**src/rtl/fetch_pkg.sv**
```systemverilog
// Shared types and defaults for the instruction-fetch front end.
// Imported by fetch_fifo and fetch_unit.
package fetch_pkg;

  localparam int DEFAULT_XLEN = 32;
  localparam logic [DEFAULT_XLEN-1:0] DEFAULT_RESET_PC = 32'h0000_0000;

  // One queued instruction together with the address it was fetched from.
  typedef struct packed {
    logic [DEFAULT_XLEN-1:0] pc;
    logic [DEFAULT_XLEN-1:0] inst;
  } fetch_entry_t;

endpackage

```
**src/rtl/fetch_fifo.sv**
```systemverilog
// Instruction queue between imem responses and decode. The pointers carry an
// extra wrap bit so that full and empty can be told apart.
module fetch_fifo
  import fetch_pkg::*;
#(
  parameter  int DEPTH = 4,
  localparam int CW    = $clog2(DEPTH) + 1
) (
  input  logic          clk,
  input  logic          rst,
  input  logic          push,
  input  fetch_entry_t  push_data,
  input  logic          pop,
  input  logic          flush,
  output fetch_entry_t  head,
  output logic          full,
  output logic          empty,
  output logic [CW-1:0] count
);

  localparam int AW = CW - 1;

  fetch_entry_t  mem [DEPTH];
  logic [CW-1:0] wr_ptr;
  logic [CW-1:0] rd_ptr;
  logic          do_push;
  logic          do_pop;

  assign empty   = (wr_ptr == rd_ptr);
  assign full    = (wr_ptr[AW-1:0] == rd_ptr[AW-1:0]) && (wr_ptr[AW] != rd_ptr[AW]);
  assign count   = wr_ptr - rd_ptr;
  assign head    = mem[rd_ptr[AW-1:0]];
  assign do_push = push && !full && !flush;
  assign do_pop  = pop && !empty && !flush;

  // NOTE: sequential state is written with non-blocking assignments so that
  // every register samples the pre-edge values of the others.
  always_ff @(posedge clk or negedge rst) begin
    if (!rst) begin
      wr_ptr <= '0;
      rd_ptr <= '0;
    end else if (flush) begin
      wr_ptr <= '0;
      rd_ptr <= '0;
    end else begin
      if (do_push) wr_ptr <= wr_ptr + 1'b1;
      if (do_pop)  rd_ptr <= rd_ptr + 1'b1;
    end
  end

  // NOTE: the storage array is deliberately left out of reset; the pointers
  // alone decide which entries are valid, so clearing the data buys nothing.
  always_ff @(posedge clk) begin
    if (do_push) mem[wr_ptr[AW-1:0]] <= push_data;
  end

endmodule

```
**src/rtl/fetch_unit.sv**
```systemverilog
// Decoupled instruction-fetch front end: PC generation, credit-limited imem
// requests, in-order responses into a queue, and redirect with stale-drop.
module fetch_unit
  import fetch_pkg::*;
#(
  parameter  int              XLEN     = DEFAULT_XLEN,
  parameter  logic [XLEN-1:0] RESET_PC = DEFAULT_RESET_PC,
  parameter  int              DEPTH    = 4,
  localparam int              CW       = $clog2(DEPTH) + 1
) (
  input  logic            clk,
  input  logic            rst,
  output logic            imem_req_valid,
  input  logic            imem_req_ready,
  output logic [XLEN-1:0] imem_req_addr,
  input  logic            imem_rsp_valid,
  input  logic [XLEN-1:0] imem_rsp_data,
  input  logic            redirect_valid,
  input  logic [XLEN-1:0] redirect_pc,
  output logic            inst_valid,
  input  logic            inst_ready,
  output logic [XLEN-1:0] inst_data,
  output logic [XLEN-1:0] inst_pc,
  output logic            misalign
);

  logic [XLEN-1:0] fetch_pc;
  logic [XLEN-1:0] resp_pc;
  logic [XLEN-1:0] redirect_target;
  logic [CW-1:0]   inflight;
  logic [CW-1:0]   inflight_next;
  logic [CW-1:0]   drop_cnt;
  logic [CW-1:0]   occupancy;
  logic [CW:0]     committed;
  logic            fifo_full;
  logic            fifo_empty;
  logic            req_fire;
  logic            enqueue;
  logic            dequeue;
  fetch_entry_t    head;
  fetch_entry_t    rsp_entry;

  // Every request already holds a queue slot, so a response can never overflow.
  assign committed      = {1'b0, occupancy} + {1'b0, inflight};
  assign imem_req_valid = rst && !fifo_full && (committed < (CW+1)'(DEPTH));
  assign imem_req_addr  = fetch_pc;
  assign req_fire       = imem_req_valid && imem_req_ready;

  assign inflight_next   = inflight + CW'(req_fire) - CW'(imem_rsp_valid);
  assign redirect_target = {redirect_pc[XLEN-1:2], 2'b00};

  assign enqueue   = imem_rsp_valid && (drop_cnt == '0) && !redirect_valid;
  assign rsp_entry = '{pc: resp_pc, inst: imem_rsp_data};

  assign inst_valid = !fifo_empty && !redirect_valid;
  assign dequeue    = inst_valid && inst_ready;
  assign inst_data  = head.inst;
  assign inst_pc    = head.pc;

  fetch_fifo #(.DEPTH(DEPTH)) u_fifo (
    .clk       (clk),
    .rst       (rst),
    .push      (enqueue),
    .push_data (rsp_entry),
    .pop       (dequeue),
    .flush     (redirect_valid),
    .head      (head),
    .full      (fifo_full),
    .empty     (fifo_empty),
    .count     (occupancy)
  );

  always_ff @(posedge clk or negedge rst) begin
    if (!rst) begin
      fetch_pc <= RESET_PC;
      resp_pc  <= RESET_PC;
      inflight <= '0;
      drop_cnt <= '0;
      misalign <= 1'b0;
    end else begin
      inflight <= inflight_next;
      if (redirect_valid) begin
        // Everything still outstanding after this edge belongs to the old path.
        fetch_pc <= redirect_target;
        resp_pc  <= redirect_target;
        drop_cnt <= inflight_next;
        if (redirect_pc[1:0] != 2'b00) misalign <= 1'b1;
      end else begin
        if (req_fire) fetch_pc <= fetch_pc + XLEN'(4);
        if (enqueue)  resp_pc  <= resp_pc + XLEN'(4);
        if (imem_rsp_valid && (drop_cnt != '0)) drop_cnt <= drop_cnt - 1'b1;
      end
    end
  end

endmodule
```
**config.mk**
```make
export PLATFORM = sky130hd
export DESIGN_NAME = fetch_unit
export DESIGN_NICKNAME = d
export VERILOG_FILES = /design/src/rtl/fetch_pkg.sv /design/src/rtl/fetch_fifo.sv /design/src/rtl/fetch_unit.sv
export SDC_FILE = /design/constraint.sdc
export NUM_CORES = 1
export LEC_CHECK = 0
export CAP_MARGIN = 20
export CELL_PAD_IN_SITES_DETAIL_PLACEMENT = 1
export CELL_PAD_IN_SITES_GLOBAL_PLACEMENT = 2
export CORE_MARGIN = 4
export CORE_UTILIZATION = 50
export DETAILED_ROUTE_END_ITERATION = 10
export DONT_BUFFER_PORTS = 1
export MAX_ROUTING_LAYER = met4
export PLACE_DENSITY = 0.86
export SLEW_MARGIN = 20
export SYNTH_ARGS = -nofsm -noshare
export SYNTH_HDL_FRONTEND = slang
export SYNTH_SLANG_ARGS = --single-unit
```
**constraint.sdc**
```tcl
create_clock -name clk -period 12.1 [get_ports clk]
set_input_delay 2.42 -clock clk [delete_from_list [all_inputs] [get_ports clk]]
set_output_delay 2.42 -clock clk [all_outputs]
set_load 0.05 [all_outputs]
```
**Word-level counts from Yosys, hierarchy flattened**

Memories as Yosys holds them, arrays and structs flattened.
Cells that the tools add are included.
Widths: inputs -> output; s select.

- Add/subtract/negate cells: 9
- Eq/ne operators: 3
- Magnitude comparators: 1
- Mux-type cells: 12
- Reduce and logical (&&, ||, !) cells: 25

Operators by type and width:

| kind | count |
|---|---|
| $mux 32 | 4 |
| $add 32x3->32 const B | 2 |
| $mux 3 | 6 |
| $logic_and 1x1->1 | 13 |
| $reduce_bool 2->1 | 6 |
| $add 3x1->3 const B | 2 |
| $add 3x3->4 | 1 |
| $lt 4x3->1 const B | 1 |
| $add 3x1->3 | 1 |
| $eq 3x3->1 | 1 |
| $logic_not 1->1 | 3 |
| $logic_not 3->1 | 1 |
| $reduce_bool 3->1 | 1 |
| $sub 3x1->3 | 1 |
| $sub 3x1->3 const B | 1 |
| $sub 3x3->3 | 1 |
| $eq 2x2->1 | 1 |
| $mux 1 | 2 |
| $reduce_and 2->1 | 1 |
| $ne 1x1->1 | 1 |

- Output and inout bits: 99
- Register bits after elaboration: 77
- Input bits: 70
- Memory bits (writable): 256
- Memories: 1
- Logic and storage cells: 58

Memory list:

| name | words | width | rd ports | clocked after Yosys merged registers in | write ports | line | RTL |
|---|---|---|---|---|---|---|---|
| u_fifo.mem | 4 | 64 | 1 | 0 | 1 | fetch_fifo.sv:23 | `fetch_entry_t mem [DEPTH];` |

**Longest topological paths before layout**

Gate-level depths: netlist of the first run.

- Word-level depth: 9
- Mapped depth: 18
- Depth with buffers taken out: 18

**Cells and area by module**

A second synthesis of the first run with hierarchy kept.

- Cell total of the unflattened synthesis: 774
- Area, all modules: 13678.1 um^2

Modules (own cells, without submodules):

| module | cells each | area an instance (um^2) | sequential area each (um^2) | instances |
|---|---|---|---|---|
| fetch_fifo | 398 | 9836.9 | 7837.5 | 1 |
| fetch_unit | 376 | 3841.2 | 1676.6 | 1 |

**Worst setup path after synthesis of the first run**

No wires, ideal clock.

- Path type: input -> register
- Start point: input port imem_rsp_valid
- End point: memory u_fifo.mem[3][0] (netlist bit) (enable)
- Cell stages on the path: 4
- Setup slack: 4.268 ns
- Path buffers: 1
- Arrival time: 7.274 ns
- Cell sequence: and3b_1 > clkbuf_1 > o21ai_1 > nor3_1

- Word-level cells in the longest chain between the ends: 6

RTL lines:

| element | line | RTL |
|---|---|---|
| start, declared | fetch_unit.sv:16 | `input logic imem_rsp_valid,` |
| $logic_and 1x1->1 (2 in a row) | fetch_unit.sv:52 | `assign enqueue = imem_rsp_valid && (drop_cnt == '0) && !redirect_valid;` |
| $logic_and 1x1->1 (2 in a row) | fetch_fifo.sv:33 | `assign do_push = push && !full && !flush;` |
| $mux 1 | fetch_fifo.sv:54 | `if (do_push) mem[wr_ptr[AW-1:0]] <= push_data;` |
| $mux 1 (not written as such) | fetch_fifo.sv:54 |  |
| end, declared | fetch_fifo.sv:23 |  |

Every way passes these cells.

**Worst setup path in the final report of the first run**

- Start point: register u_fifo.rd_ptr[0]
- End point: output port imem_req_valid

- Word-level cells in the longest chain between the ends: 5
- Elaborated cells between the ends (all ways): 8

RTL lines:

| element | line | RTL |
|---|---|---|
| start, declared | fetch_fifo.sv:25 | `logic [CW-1:0] rd_ptr;` |
| start signal, assigned | fetch_fifo.sv:47 | `if (do_pop) rd_ptr <= rd_ptr + 1'b1;` |
| branches (longest 4 deep; another with $add 3x3->4) | - |  |
| $logic_and 1x1->1 (*) | fetch_unit.sv:45 | `assign imem_req_valid = rst && !fifo_full && (committed < (CW+1)'(DEPTH));` |
| end, declared | fetch_unit.sv:13 | `output logic imem_req_valid,` |

Every way passes the cells marked *.

==> results.yml, run 1 <==
run_status:
  status: "finished, final reports clean"
sta:
  min_period_over_period: 0.473
  tightest_slew_ns: 0.931
  slew_headroom: 0.379
  setup_slack_ns: 6.37
  slew_viol_final: 0
  tns_ns: 0
  grt_setup_unrepaired: "no"
  finalHoldViolCount: 0
  period_needed_ns: 5.73
  fmax_mhz: 175
  fin_skew_ns: 0.0107
  setup_viol: 0
logic_synthesis:
  synth.distinct_cells: 58
  ys_ff_latch: 321
  netlist_top_cells_count: "edfxtp_1 (248), dfrtp_1 (73), mux4_2 (62)"
  syn_inst: 762
  synth.avg_cell_area_um2: 17.5
  synth_area_leaders: "edfxtp_1 (56%), dfrtp_1 (14%), mux4_2 (10%), mux2_2 (2.5%), xor2_1 (1.8%)"
  syn_area_um2: 13300
  synth.most_common_cell: "edfxtp_1"
  synth_top_cell_by_area: "edfxtp_1"
  synth_edf_count: 248
  yosys_most_used_dff: "edfxtp_1"
  yosysSeqAreaShare: 0.695
  synth_top_area_frac: 0.558
  yosysWarnings: 0
  synthArstFlopShare: 0.227
clock_network:
  cts_tree: "yes"
  ctsHtreeMaxLevel: 2
  cts.clk_slew.worst_paths_ns: 0.06
  worstSkewPairLatency_ns: 0.50
  cts_root_buf: "clkbuf_16"
  cts_max_path_buffers: 3
  cts_resized: 0
  cts_sinks: 321
  cts_buffers: 34
  cts_setup_buffers: 0
  ctsHoldBuffers: 0
global_route:
  gr-usage-all-layers: 0.198
  grt_max_degree: 75
  grt_pass1_vias: 7344
  grt_antenna_before_repair: 1
  gr-total-overflow: 0
  grt_pass1_wl_um: 43400
pwr:
  leakagePower_uw: 0.00488
  pwr_density_cell_nw_per_um2: 202
  irDropWorstVdd_uv: 79.9
worst_setup_path:
  required_ns: 9.68
  worst_setup_path_end_kind: "primary output"
  crit_arrival_ns: 3.31
  worst-setup-path-type: "flop to primary output"
  start_kind: "flop"
  cp_max_fo: 29
placement:
  dpl.hpwl_um: 18500
  dpl-instance-area_um2: 13700
  gp_congestion: 0.837
  place_ws_ns: 6.42
  port_buffers: 0
finish:
  drive_gt1_frac: 0.217
  multi_input_area_um2: 3830
  regArea_um2: 9280
  fin_nets: 858
  nFillCells: 2356
  final_area_um2: 14700
  area_delta_synth_final_pct: 10.5
floorplan:
  die_w_um: 171
  initial_core_util: 0.511
  die_area_um2: 29400
  boundaryPins: 169
  fp-row-count: 59
  core_area_um2: 26100
  die_h_um: 171
run:
  max-cap-violations: 0
detailed_routing:
  antenna_left: 0
  wl_um: 28000
  vias: 6742
  wire_per_inst_um: 24.8
  drt_iter0_markers: 476
  drc: 0
  via_per_inst: 5.96
  dr.pass1.iters: 5
hold_path:
  holdCritPathClass: "flop to flop"
==> metrics by stage <==
stage	instances	utilization	power, uW	hold slack (ns)
after floorplan	765	-	1920	0.495
after global placement	1070	0.523	2000	0.519
after detailed placement	1070	0.523	2020	0.561
after CTS	1131	0.564	3020	0.576
after global routing	1132	0.564	3110	0.595
final	1132	0.564	2980	0.573
==> flip-flops by register name (all words and copies together) (netlist names) <==
register       flops
imem_req_addr     30
drop_cnt           3
inflight           3
u_fifo.wr_ptr      3
misalign           1
u_fifo.rd_ptr      3
resp_pc           30
u_fifo.mem       248
==> worst paths after layout <==
kind / startpoint / to / slack [ns] / depth (start not counted)
max: u_fifo.rd_ptr[0]$_DFFE_PN0P_ / imem_req_valid / 6.37 / 8
min: inflight[0]$_DFF_PN0_ / inflight[0]$_DFF_PN0_ / 0.57 / 1
max reg2reg: u_fifo.rd_ptr[0]$_DFFE_PN0P_ / drop_cnt[2]$_DFFE_PN0P_ / 7.55 / 17
min reg2reg: inflight[0]$_DFF_PN0_ / inflight[0]$_DFF_PN0_ / 0.57 / 1
max in group asynchronous: rst / u_fifo.rd_ptr[1]$_DFFE_PN0P_ / 10.36 / 0
min in group asynchronous: rst / imem_req_addr[26]$_DFFE_PN0N_ / 1.61 / 0
==> where the power goes <==
group | switching [uW] | internal [uW] | leakage, uW
Combinational | 414 | 189 | 0.00128
Sequential | 127 | 1260 | 0.00308
Clock | 404 | 580 | 0.000519
Total | 944 | 2030 | 0.00488
==> layout make-up <==
| cell class | instances | share of cell area |
|---|---|---|
| Sequential cell | 321 | 0.629 |
| Multi-Input combinational cell | 385 | 0.260 |
| Inverter | 21 | 0.00552 |
| Clock buffer | 46 | 0.0622 |
| Antenna cell | 1 | 0.000170 |
| Clock inverter | 15 | 0.0102 |
| Tap cell | 335 | 0.0284 |
| Timing Repair Buffer | 8 | 0.00407 |
==> critical path, stage by stage (launching register included) <==
cell      delay, ns
dfrtp_4        0.78
ha_1           0.25
inv_1          0.05
fa_1           0.37
xor2_1         0.18
ha_1           0.30
nor4b_2        0.37
o211ai_4       0.23
inv_4          0.29
==> per-layer routing <==
layer	share of wire	wire, um	GRT usage	up-vias
met5	0	0	-	-
met4	0.012	332	0.0386	0
met1	0.40	11300	0.251	3513
met3	0.087	2450	0.0632	25
li1	-	-	-	2979
met2	0.50	14000	0.321	225
==> cell usage in the layout, fill, tap and decap left out, drive strengths merged, types with 6 or more instances in the layout <==
cell / synthesis / routed
nor2: 29 / 29
inv: 21 / 22
nor3: 18 / 18
o21ai: 6 / 6
nand2: 26 / 26
mux2i: 6 / 6
nand4: 22 / 22
a21oi: 15 / 15
nand3: 22 / 22
xnor2: 27 / 27
buf: 15 / 8
clkbuf: 23 / 46
clkinv: 0 / 11
and2: 9 / 9
edfxtp: 248 / 248
and3: 8 / 8
xor2: 27 / 27
nor4: 7 / 7
ha: 15 / 15
and4: 8 / 8
dfrtp: 73 / 73
mux2: 31 / 31
mux4: 62 / 62
a211oi: 7 / 7
==> kinds of logic (layout without fill, tap and decap cells) <==
| group | count (synthesis) | in the layout | share of synthesized area |
|---|---|---|---|
| and+or+nand+nor | 167 | 167 | 0.0742 |
| AOI/OAI and AO/OA | 44 | 44 | 0.0226 |
| buffers and inverters | 59 | 90 | 0.0191 |
| xor gates and xnor gates | 54 | 54 | 0.0360 |
| muxes | 99 | 99 | 0.136 |
| DFF | 321 | 321 | 0.695 |
| adders and majority gates | 17 | 17 | 0.0171 |
| other | 1 | 5 | 0.000281 |
(Power assumes the default switching activity.)
==> run 2, diff against run 1 <==
Settings changed: CORE_UTILIZATION 50 to 42, PLACE_DENSITY 0.86 to 0.77.
Clock period 12.1 ns to 5 ns, I/O delays scaled along.
==> run 2 against run 1 <==
Effect of this change:
- via count shrank 1.3%
- design area grew 1.3%
- total power grew to 2.5 times the previous value
- sequential share of layout area fell by 0.79 points
- core utilization down 8.2 points
- combinational power increased to 2.5 times the previous value
- clock power grew to 2.7 times the previous value
- worst setup slack worse by 5.6 ns
- sequential power is 140% higher
- count of clock-buffer cells in the layout down 4
- hold slack got worse by 0.38 ns
- register-to-register slack got worse by 6.8 ns
- critical path type is now flop to flop
- largest power group unchanged
==> results.yml, run 2 (synthesis results as in run 1) <==
clock_network:
  ctsHoldBuffers: 0
  cts.clk_slew.worst_paths_ns: 0.06
  cts_setup_buffers: 0
  cts_root_buf: "clkbuf_16"
  cts_tree: "yes"
  cts_resized: 0
  cts_max_path_buffers: 3
  cts_sinks: 321
  cts_buffers: 35
  worstSkewPairLatency_ns: 0.50
  ctsHtreeMaxLevel: 2
global_route:
  gr-usage-all-layers: 0.169
  grt_pass1_vias: 7450
  grt_max_degree: 75
  grt_antenna_before_repair: 2
  grt_pass1_wl_um: 43800
  gr-total-overflow: 0
worst_setup_path:
  required_ns: 5.42
  worst-setup-path-type: "flop to flop"
  timing.reg2reg.setup_slack_ns: 0.79
  r2r_cells: 18
  worst_setup_path_end_kind: "flop"
  reg2reg_from: "u_fifo.wr_ptr[0]$_DFFE_PN0P_"
  r2r_end: "drop_cnt[2]$_DFFE_PN0P_"
  crit_arrival_ns: 4.63
  start_kind: "flop"
  startpoint: "u_fifo.wr_ptr[0]$_DFFE_PN0P_"
  cp_max_fo: 15
floorplan:
  boundaryPins: 169
  die_area_um2: 34700
  die_h_um: 186
  die_w_um: 186
  core_area_um2: 31000
  fp-row-count: 64
  initial_core_util: 0.431
finish:
  final_cell_mix: "edfxtp_1 (248), dfrtp_1 (71), mux4_2 (62), clkbuf_16 (35), mux2_2 (30)"
  fin_nets: 856
  drive_gt1_frac: 0.226
  layout_commonest_cell: "edfxtp_1"
  area_delta_synth_final_pct: 11.9
  largest_reg_flops: 248
  nFillCells: 2882
detailed_routing:
  drt_iter0_markers: 318
  wire_per_inst_um: 23.8
  via_per_inst: 5.57
  drc: 0
  antenna_left: 0
  dr.pass1.iters: 6
  vias: 6651
  wl_um: 28400
sta:
  whs_ns: 0.195
  slew_viol_final: 0
  slew_headroom: 0.358
  min_period_over_period: 0.843
  tightest_slew_ns: 0.962
  finalHoldViolCount: 0
  grt_setup_unrepaired: "no"
  setup_viol: 0
  setup_slack_ns: 0.786
  tns_ns: 0
  fin_skew_ns: 0.0126
  fmax_mhz: 237
  period_needed_ns: 4.21
pwr:
  irDropWorstVdd_uv: 234
  switching_share: 0.313
  clkPwrFrac: 0.350
  seqPwrFrac: 0.446
  leakagePower_uw: 0.00494
  p_comb_frac: 0.204
  p_int_uw: 5110
  power.switching_uw: 2340
  pwr_density_cell_nw_per_um2: 499
placement:
  place_ws_ns: 0.769
  port_buffers: 0
  dpl.hpwl_um: 18300
  gp_congestion: 0.854
hold_path:
  holdCritPathClass: "primary input to async pin"
run:
  max-cap-violations: 0
run_status:
  status: "finished, final reports clean"
[run 2: worst max-delay path: stages, from the launching register on]
cell	delay, ns
dfrtp_1	0.41
inv_1	0.16
ha_1	0.18
inv_1	0.05
fa_1	0.37
xor2_1	0.18
ha_1	0.31
nor4b_2	0.35
o211ai_4	0.22
inv_4	0.29
nand2_1	0.17
ha_1	0.31
inv_1	0.04
ha_1	0.18
fa_1	0.38
xnor2_1	0.22
xnor2_1	0.17
nand2_1	0.08
o21ai_0	0.07
[run 2: worst max path at each step]
stage / cells past startpoint / end / slack [ns]
after floorplan: 4 / u_fifo.mem[3][0]$_DFFE_PP_ / 0.49
after global placement: 18 / drop_cnt[2]$_DFFE_PN0P_ / 0.97
after detailed placement: 18 / drop_cnt[2]$_DFFE_PN0P_ / 0.77
after CTS: 18 / drop_cnt[2]$_DFFE_PN0P_ / 0.76
after global routing: 18 / drop_cnt[2]$_DFFE_PN0P_ / 0.51
final: 18 / drop_cnt[2]$_DFFE_PN0P_ / 0.79
[run 2: stage by stage]
step	power, uW	std cells	util	area (um^2)
final	7450	1194	0.482	14900
after floorplan	4650	765	-	13400
after global routing	7780	1194	0.482	14900
after global placement	4870	1128	0.443	13700
after detailed placement	4920	1128	0.443	13700
after CTS	7560	1192	0.482	14900
[run 2: power by group through the flow]
stage / clock [uW] / combinational (uW) / sequential, uW
2_1_floorplan: 0 / 1340 / 3310
3_3_place_gp: 0 / 1510 / 3360
3_5_place_dp: 0 / 1540 / 3380
4_1_cts: 2690 / 1540 / 3330
5_1_grt: 2810 / 1630 / 3350
6_report: 2610 / 1520 / 3320
[run 2: cell type report]
class	count	area [um^2]	share of cell area
Antenna cell	2	5.00	0.000335
Clock buffer	42	932	0.0624
Clock inverter	22	249	0.0167
Inverter	21	81.3	0.00545
Multi-Input combinational cell	385	3850	0.258
Sequential cell	321	9280	0.622
Tap cell	396	495	0.0332
Timing Repair Buffer	5	37.5	0.00251
[run 2: layer usage]
layer  GRT usage  vias to the layer above  part of all wire
met5           -                        -                 0
met4      0.0370                        0             0.015
met3      0.0556                       32             0.085
met2       0.270                      200              0.48
met1       0.213                     3422              0.42
li1            -                     2997                 -
==> run 3, diff against run 2 <==
Clock period 5 ns to 3.7 ns, I/O delays scaled along.
==> run 3 against run 2 <==
Effect of this change:
- fmax up 20%
- die area is the same
- via count is 1.1% higher
- total power grew 33%
- first-iteration DRC count is 7.5% lower
- wire length rose by 1.7%
- count of clock-buffer cells in the layout up 7
- highest routed layer unchanged
==> results.yml, run 3 (synthesis results as in run 1) <==
sta:
  setup_viol: 0
  tightest_slew_ns: 0.920
  setup_slack_ns: 0.190
  whs_ns: 0.105
  tns_ns: 0
  grt_setup_unrepaired: "no"
  finalHoldViolCount: 0
  slew_headroom: 0.386
  period_needed_ns: 3.51
  fin_skew_ns: 0.0143
  slew_viol_final: 0
  fmax_mhz: 285
  min_period_over_period: 0.949
finish:
  final_cell_mix: "edfxtp_1 (248), dfrtp_1 (71), mux4_2 (62), clkbuf_16 (38), mux2_2 (30)"
  fin_nets: 869
  layout_commonest_cell: "edfxtp_1"
  multi_input_area_um2: 3860
  antenna_cells: 0
  area_delta_synth_final_pct: 12.6
  drive_gt1_frac: 0.230
  nFillCells: 2861
  instances_no_fill: 1205
  regArea_um2: 9280
  largest_reg_flops: 248
  utilization: 0.485
hold_path:
  holdCritPathClass: "primary input to async pin"
pwr:
  leakagePower_uw: 0.00497
  pwr_density_cell_nw_per_um2: 662
  irDropWorstVdd_uv: 286
clock_network:
  cts.clk_slew.worst_paths_ns: 0.06
  cts_tree: "yes"
  cts_root_buf: "clkbuf_16"
  cts_sinks: 321
  worstSkewPairLatency_ns: 0.51
  cts_max_path_buffers: 3
  cts_buffers: 36
  ctsHtreeMaxLevel: 2
global_route:
  gr-total-overflow: 0
  grt_antenna_before_repair: 0
  grt_pass1_wl_um: 44500
  grt_pass1_vias: 7525
  grt_max_degree: 74
  gr-usage-all-layers: 0.172
worst_setup_path:
  r2r_end: "drop_cnt[2]$_DFFE_PN0P_"
  worst_setup_path_end_kind: "flop"
  startpoint: "u_fifo.wr_ptr[0]$_DFFE_PN0P_"
  worst-setup-path-type: "flop to flop"
  reg2reg_from: "u_fifo.wr_ptr[0]$_DFFE_PN0P_"
  endpoint: "drop_cnt[2]$_DFFE_PN0P_"
  crit_arrival_ns: 3.94
  r2r_cells: 18
  timing.reg2reg.setup_slack_ns: 0.19
  start_kind: "flop"
  required_ns: 4.13
  cp_max_fo: 2
floorplan:
  die_h_um: 186
  die_w_um: 186
  boundaryPins: 169
  die_area_um2: 34700
  core_area_um2: 31000
  initial_core_util: 0.431
  fp-row-count: 64
detailed_routing:
  antenna_left: 0
  wl_um: 28900
  drt_iter0_markers: 294
  wire_per_inst_um: 24.0
  drc: 0
  vias: 6726
  dr.pass1.iters: 4
  via_per_inst: 5.58
placement:
  port_buffers: 0
  dpl.cell_count: 1137
  gp_congestion: 0.857
  place_ws_ns: -0.0274
  dpl.hpwl_um: 19100
run_status:
  status: "finished, final reports clean"
run:
  max-cap-violations: 0
## run 3: cell types whose count changed in the layout (fill, tap and decap cells not counted), sizes merged
cell | previous run | this run
bufinv | 5 | 1
buf | 5 | 17
diode | 2 | 0
clkinvlp | 0 | 2
clkbuf | 42 | 49
inv | 24 | 21
clkinv | 14 | 13
## run 3: critical path: stages, from the launching register on
cell	delay, ns
dfrtp_1	0.38
inv_1	0.08
ha_1	0.14
inv_1	0.05
fa_2	0.34
xor2_1	0.19
ha_1	0.36
nor4b_4	0.28
o211ai_4	0.14
inv_4	0.08
nand2_1	0.07
ha_1	0.28
inv_1	0.04
ha_1	0.18
fa_2	0.34
xnor2_1	0.14
xnor2_1	0.21
nand2_1	0.07
o21ai_0	0.07
## run 3: worst min path at each step
stage	start	to	slack [ns]	cells past startpoint
floorplan	rst	drop_cnt[0]$_DFFE_PN0P_	0.44	0
global placement	rst	imem_req_addr[28]$_DFFE_PN0N_	0.45	0
detailed placement	rst	imem_req_addr[29]$_DFFE_PN0N_	0.45	0
CTS	rst	imem_req_addr[29]$_DFFE_PN0N_	0.12	1
global route	rst	imem_req_addr[29]$_DFFE_PN0N_	0.10	1
finish	rst	imem_req_addr[29]$_DFFE_PN0N_	0.11	1
## run 3: metal layers
layer / up-vias / global-route usage / routed length, um
li1: 3006 / - / -
met1: 3463 / 0.216 / 11900
met2: 218 / 0.276 / 13900
met3: 39 / 0.0572 / 2630
met4: 0 / 0.0373 / 469
met5: - / - / 0
## run 3: cell type report
class                           count  area share
Inverter                           21     0.00542
Timing Repair Buffer               17      0.0128
Clock inverter                     16     0.00758
Tap cell                          396      0.0330
Sequential cell                   321       0.618
Multi-Input combinational cell    385       0.257
Clock buffer                       49      0.0661
## run 3: through the flow
step | cell area [um^2] | power [uW]
2_1_floorplan | 13400 | 6280
3_3_place_gp | 13800 | 6620
3_5_place_dp | 13800 | 6690
4_1_cts | 15000 | 10100
5_1_grt | 15000 | 10400
6_report | 15000 | 9940
## run 3: where the power goes
part / switching, uW / internal, uW / leakage (uW)
combinational: 1470 / 684 / 0.00136
sequential: 357 / 4130 / 0.00308
clock: 1340 / 1950 / 0.000535
total: 3170 / 6770 / 0.00497
## run 3: timing repair
item,4_1_cts,5_1_grt
setup buffers,0,2
pin swaps,0,5
hold buffers,1,0
endpoints found under the setup margin,54,3
hold endpoints to repair,73,0
gates resized for setup,3,2
